`src/rtl/alu_pkg.sv`:
```
// rtl/alu_pkg.sv - shared ALU operation codes, RV32I opcodes and decoded-entry layout
package alu_pkg;

    localparam logic [3:0] ALU_ADD  = 4'b0000;
    localparam logic [3:0] ALU_SUB  = 4'b1000;
    localparam logic [3:0] ALU_SLL  = 4'b0001;
    localparam logic [3:0] ALU_SLT  = 4'b0010;
    localparam logic [3:0] ALU_SLTU = 4'b0011;
    localparam logic [3:0] ALU_XOR  = 4'b0100;
    localparam logic [3:0] ALU_SRL  = 4'b0101;
    localparam logic [3:0] ALU_SRA  = 4'b1101;
    localparam logic [3:0] ALU_OR   = 4'b0110;
    localparam logic [3:0] ALU_AND  = 4'b0111;

    localparam logic [6:0] OPC_OP     = 7'b0110011;
    localparam logic [6:0] OPC_OP_IMM = 7'b0010011;
    localparam logic [6:0] OPC_LUI    = 7'b0110111;
    localparam logic [6:0] OPC_AUIPC  = 7'b0010111;

    localparam logic [6:0] F7_BASE = 7'b0000000;
    localparam logic [6:0] F7_ALT  = 7'b0100000;

    typedef struct packed {
        logic [3:0]  func;
        logic [4:0]  rs1;
        logic [4:0]  rs2;
        logic [4:0]  rd;
        logic [31:0] imm;
        logic        src1_pc;
        logic        src1_zero;
        logic        src2_imm;
        logic        we;
        logic [31:0] pc;
        logic        illegal;
    } dec_t;

    // alt selects the subtract / arithmetic-shift variant where one exists
    function automatic logic [3:0] alu_func(input logic alt, input logic [2:0] funct3);
        logic [3:0] f;
        case (funct3)
            3'b000:  f = alt ? ALU_SUB : ALU_ADD;
            3'b001:  f = ALU_SLL;
            3'b010:  f = ALU_SLT;
            3'b011:  f = ALU_SLTU;
            3'b100:  f = ALU_XOR;
            3'b101:  f = alt ? ALU_SRA : ALU_SRL;
            3'b110:  f = ALU_OR;
            default: f = ALU_AND;
        endcase
        return f;
    endfunction

endpackage

```
`src/rtl/imm_gen.sv`:
```
// rtl/imm_gen.sv - I-type, shift-amount and U-type immediates from instr[31:12]
module imm_gen (
    input  logic [19:0] upper_i,
    output logic [31:0] imm_i_o,
    output logic [31:0] imm_sh_o,
    output logic [31:0] imm_u_o
);

    // upper_i[k] is instr[k+12]
    assign imm_i_o  = {{20{upper_i[19]}}, upper_i[19:8]};
    assign imm_sh_o = {27'b0, upper_i[12:8]};
    assign imm_u_o  = {upper_i, 12'b0};

endmodule

```
`src/rtl/alu_decode.sv`:
```
// rtl/alu_decode.sv - RV32I OP/OP-IMM/LUI/AUIPC decode with one-entry output register
module alu_decode
    import alu_pkg::*;
#(
    parameter int XLEN = 32
) (
    input  logic            clk,
    input  logic            rst_n,
    input  logic            flush,
    input  logic            in_valid,
    output logic            in_ready,
    input  logic [31:0]     in_instr,
    input  logic [XLEN-1:0] in_pc,
    output logic            out_valid,
    input  logic            out_ready,
    output logic [3:0]      out_func,
    output logic [4:0]      out_rs1,
    output logic [4:0]      out_rs2,
    output logic [4:0]      out_rd,
    output logic [XLEN-1:0] out_imm,
    output logic            out_src1_pc,
    output logic            out_src1_zero,
    output logic            out_src2_imm,
    output logic            out_we,
    output logic [XLEN-1:0] out_pc,
    output logic            out_illegal
);

    logic [6:0]  opcode;
    logic [2:0]  funct3;
    logic [6:0]  funct7;
    logic [31:0] imm_i;
    logic [31:0] imm_sh;
    logic [31:0] imm_u;

    assign opcode = in_instr[6:0];
    assign funct3 = in_instr[14:12];
    assign funct7 = in_instr[31:25];

    imm_gen u_imm_gen (
        .upper_i (in_instr[31:12]),
        .imm_i_o (imm_i),
        .imm_sh_o(imm_sh),
        .imm_u_o (imm_u)
    );

    logic        legal;
    logic [3:0]  func;
    logic [31:0] imm;
    logic        src1_pc;
    logic        src1_zero;
    logic        src2_imm;

    always_comb begin
        legal     = 1'b0;
        func      = ALU_ADD;
        imm       = '0;
        src1_pc   = 1'b0;
        src1_zero = 1'b0;
        src2_imm  = 1'b0;
        case (opcode)
            OPC_OP: begin
                legal = (funct7 == F7_BASE) ||
                        ((funct7 == F7_ALT) && (funct3 == 3'b000 || funct3 == 3'b101));
                func  = alu_func(funct7[5], funct3);
            end
            OPC_OP_IMM: begin
                src2_imm = 1'b1;
                if (funct3 == 3'b001 || funct3 == 3'b101) begin
                    imm   = imm_sh;
                    legal = (funct7 == F7_BASE) || (funct3 == 3'b101 && funct7 == F7_ALT);
                end else begin
                    imm   = imm_i;
                    legal = 1'b1;
                end
                // only shifts look at instr[30]; ADDI with imm[10] set stays add
                func = alu_func(funct3 == 3'b101 && in_instr[30], funct3);
            end
            OPC_LUI: begin
                legal     = 1'b1;
                imm       = imm_u;
                src1_zero = 1'b1;
                src2_imm  = 1'b1;
            end
            OPC_AUIPC: begin
                legal    = 1'b1;
                imm      = imm_u;
                src1_pc  = 1'b1;
                src2_imm = 1'b1;
            end
            default: ;
        endcase
        if (!legal) begin
            func      = ALU_ADD;
            imm       = '0;
            src1_pc   = 1'b0;
            src1_zero = 1'b0;
            src2_imm  = 1'b0;
        end
    end

    dec_t decoded;

    always_comb begin
        decoded           = '0;
        decoded.func      = func;
        decoded.rs1       = in_instr[19:15];
        decoded.rs2       = in_instr[24:20];
        decoded.rd        = in_instr[11:7];
        decoded.imm       = imm;
        decoded.src1_pc   = src1_pc;
        decoded.src1_zero = src1_zero;
        decoded.src2_imm  = src2_imm;
        decoded.we        = legal && (in_instr[11:7] != 5'd0);
        decoded.pc        = in_pc;
        decoded.illegal   = !legal;
    end

    dec_t entry_q, entry_d;
    logic valid_q, valid_d;
    logic accept;

    assign in_ready = !flush && (!valid_q || out_ready);
    assign accept   = in_valid && in_ready;

    always_comb begin
        entry_d = accept ? decoded : entry_q;
        if (flush) begin
            valid_d = 1'b0;
        end else if (accept) begin
            valid_d = 1'b1;
        end else if (out_ready) begin
            valid_d = 1'b0;
        end else begin
            valid_d = valid_q;
        end
    end

    always_ff @(posedge clk or negedge rst_n) begin
        if (!rst_n) begin
            valid_q <= 1'b0;
            entry_q <= '0;
        end else begin
            valid_q <= valid_d;
            entry_q <= entry_d;
        end
    end

    assign out_valid     = valid_q;
    assign out_func      = entry_q.func;
    assign out_rs1       = entry_q.rs1;
    assign out_rs2       = entry_q.rs2;
    assign out_rd        = entry_q.rd;
    assign out_imm       = entry_q.imm;
    assign out_src1_pc   = entry_q.src1_pc;
    assign out_src1_zero = entry_q.src1_zero;
    assign out_src2_imm  = entry_q.src2_imm;
    assign out_we        = entry_q.we;
    assign out_pc        = entry_q.pc;
    assign out_illegal   = entry_q.illegal;

endmodule

```
`config.mk`:
```
export PLATFORM = sky130hd
export DESIGN_NAME = alu_decode
export DESIGN_NICKNAME = d
export VERILOG_FILES = /design/src/rtl/alu_pkg.sv /design/src/rtl/imm_gen.sv /design/src/rtl/alu_decode.sv
export SDC_FILE = /design/constraint.sdc
export NUM_CORES = 1
export LEC_CHECK = 0
export CELL_PAD_IN_SITES_DETAIL_PLACEMENT = 1
export CELL_PAD_IN_SITES_GLOBAL_PLACEMENT = 1
export CORE_MARGIN = 3
export CORE_UTILIZATION = 30
export CTS_CLUSTER_SIZE = 24
export DETAILED_ROUTE_END_ITERATION = 12
export PLACE_DENSITY_LB_ADDON = 0.1
export SYNTH_ARGS = -nofsm -noshare
export SYNTH_HDL_FRONTEND = slang
export SYNTH_SLANG_ARGS = --single-unit
```
`constraint.sdc`:
```
create_clock -name clk -period 2 [get_ports clk]
set_clock_uncertainty 0.05 [all_clocks]
set_input_delay 0.6 -clock clk [delete_from_list [all_inputs] [get_ports clk]]
set_output_delay 0.6 -clock clk [all_outputs]
set_load 0.05 [all_outputs]
```
==> reports/metrics.csv <==
stage,metric,value,unit
clock_tree,Longest Clk Path Bufs,2,
logic_synthesis,Synth area leaders,"dfrtp_1 (62%), nand2_1 (19%), a21oi_1 (3.1%)",
clock_tree,TritonCTS Buffers,9,
critical_path,cell depth of the worst flop-to-flop path,5,
min_path,worst hold-check path type,in -> async,
timing,fin crit period,1.924,ns
logic_synthesis,"FFs w/ async S/R, synth",100.0,%
grt,first-pass GRT wire length,19060,microns
cells_and_area,final instance area,5807,sq um
die,Die Ht,115.2,microns
die,Core Footprint,11520,sq um
flow_run,maxcap violations,0,
grt,GRT Total Usage,18.55,%
cells_and_area,layout cells sized above 1,28.13,%
routing,Total Wirelength,11970,microns
logic_synthesis,syn avg cell area,9.189,sq um
clock_tree,clk sinks,89,
routing,Routed Antenna Nets,0,
placed_design,RD Place Congestion,0.7755,
logic_synthesis,Synth Instances,389,
pwr,PD cells,992.2,nW/um^2
logic_synthesis,Yosys top cell area share,62.30,%
timing,final hold violations,0,
pwr,Design Power,5.762,mW
critical_path,Crit. End Element,flop,
logic_synthesis,top-count cell post-synth,nand2_1,
critical_path,crit path DAT,2.11,ns
grt,grt total ovfl,0,
logic_synthesis,netlist area before placement,3575,sq um
cells_and_area,antenna cells,0,
routing,Routed WL per cell,16.49,microns
timing,maximum clock frequency,0.5198,GHz
grt,vias in the first global route,3605,
critical_path,crit start category,primary input,
critical_path,"setup slack, reg-to-reg",0.47,ns
timing,final setup margin,0.07622,ns
timing,worst slew pin tran,0.3639,ns
pwr,worst vdd ir,0.4848,mV
clock_tree,hold-fix buffers at CTS,0,
grt,largest net degree at the start of global routing,41,
die,Initial Utilization,31.04,%
routing,DRT iter0 DRCs,88,
routing,Vias/cell,4.725,
timing,slew margin rel.,75.65,%
cells_and_area,Area Overhead vs Synth,62.44,%
logic_synthesis,Main synth FF type,dfrtp_1,
timing,fin. max-slew vios,0,
cells_and_area,FILL cells,1322,
placed_design,Setup WS pre-CTS,-0.5526,ns
clock_tree,H-tree depth,3,
placed_design,DP HPWL,8978,microns
die,Top-Level Pins,159,
die,row count,39,
logic_synthesis,Post-synth EDFFs,0,
logic_synthesis,register area share after synthesis,62.30,%
cells_and_area,NumNets Final,647,
timing,final setup fails,0,
timing,unrepaired setup endpoints after global routing,false,
logic_synthesis,"FF+latch count, synth",89,
critical_path,critical path type,in -> reg,
clock_tree,clock-pin slew on the worst setup and hold paths,0.06,ns
logic_synthesis,Yosys top cell by area,dfrtp_1,
cells_and_area,Multi-input gate area,1310,sq um
critical_path,Critical Path RT,2.18,ns
clock_tree,"Clk Latency, worst-skew pair",0.34,ns
placed_design,PortBufs,158,
status,status,"finished, final reports clean",
logic_synthesis,most frequent cells after synthesis,"nand2_1 (177), dfrtp_1 (89), nor2_1 (24)",
timing,Tcrit/Tclk final,96.19,%
critical_path,worst-path maximum fanout,3,
routing,drt first pass iters,4,
cells_and_area,register area,2227,sq um
placed_design,placed cells,709,
clock_tree,CTS tree,yes,
critical_path,RR Startpoint,out_valid,
die,die width,115.2,microns
critical_path,FF-to-FF End,out_imm[2],
pwr,leakage,2.884,nW
routing,routed via count,3430,
logic_synthesis,synth warn,0,
routing,DRC Markers,0,
grt,initial antenna violation count,0,
cells_and_area,"non-filler cells, final",726,
clock_tree,root buf cell,clkbuf_16,
die,die area,13260,sq um
logic_synthesis,syn nets,458,
placed_design,Placement Cell Area,5436,sq um
logic_synthesis,count of cell types in the netlist,33,
## flip-flops by register name (all words and copies together), names as in the netlist
signal / flops
out_func: 4
out_illegal: 1
out_imm: 32
out_pc: 32
out_rd: 5
out_rs1: 5
out_rs2: 5
out_src1_pc: 1
out_src1_zero: 1
out_src2_imm: 1
out_valid: 1
out_we: 1
## timing repair
item                                    in CTS  in global routing
buffers inserted                             0                  1
pin swaps                                    4                  0
gates resized for setup                      7                  6
gates cloned                                 0                  0
endpoints found under the setup margin      13                 29
## worst max-delay path, cell delays in order
cell and delay [ns]:
dlygate4sd2_1 0.26, or4_4 0.56, o41ai_4 0.33, a21oi_2 0.12, a22o_2 0.23
## placed cells by master, fill, tap and decap left out, types with 2 or more instances in the layout
master           count
nor2_2               2
clkbuf_1             2
clkdlybuf4s50_1     61
nand3_1              5
dlygate4sd2_1        6
bufinv_16            3
dfrtp_1             89
nand2b_1             2
nor2_1              22
a22o_1               5
o21ai_1              4
nand2_1            177
a22o_2               2
inv_1                3
nor3_1               2
buf_4              124
or4_1                2
o21ai_0             10
buf_12               7
clkbuf_16            9
nor3_2               2
a21oi_1             22
## report_power, final
part / internal, mW / switching, mW / leakage [nW] / total, mW
logic: 0.546 / 1.12 / 1.59 / 1.66
registers: 2.00 / 0.118 / 1.12 / 2.12
clock network: 1.26 / 0.714 / 0.167 / 1.98
total: 3.81 / 1.95 / 2.88 / 5.76
## cells by family (layout without fill, tap and decap cells)
kind of cell,after synthesis,after routing,synth area share [%]
buf+inv,23,217,2.450
simple gates,227,227,26.04
compound gates,49,49,8.961
xor+xnor,1,1,0.2451
flops,89,89,62.30
## stage by stage
stage	util, %	setup TNS [ns]	hold WS (ns)
5_1_grt	50.42	0	0.1062
4_1_cts	50.16	0	0.09784
3_3_place_gp	47.21	-17.45	0.4094
2_1_floorplan	-	-0.001272	0.2544
6_report	50.42	0	0.09742
3_5_place_dp	47.21	-18.66	0.4178
## worst max-delay path by stage
stage                             from           to  slack, ns  cells after the start
after floorplan           in_instr[25]  out_illegal     -0.001                      4
after global placement    in_instr[26]  out_illegal      -0.52                      5
after detailed placement  in_instr[25]  out_illegal      -0.55                      5
after CTS                  in_instr[4]   out_imm[5]       0.04                      5
after global routing       in_instr[6]  out_imm[17]      0.003                      7
final                     in_instr[26]  out_illegal       0.08                      5
## final cells by class
type / count / share of cell area [%]
clock inverters: 4 / 1.702
multi-input cells: 277 / 22.56
clock buffers: 12 / 4.245
flip-flops and latches: 89 / 38.35
well taps: 143 / 3.081
repair buffers: 198 / 29.86
inverters: 3 / 0.1939
## metal layers
metal / part of all wire (%) / up-vias / routed length [microns] / GRT usage [%]
li1: - / 1628 / - / -
met4: 2.2 / 0 / 265 / 7.825
met1: 42 / 1689 / 5041 / 23.37
met2: 50 / 96 / 5929 / 30.32
met5: 0 / - / 0 / 0
met3: 6.1 / 17 / 734 / 4.737
No activity file was read; power rests on OpenSTA's default activity.
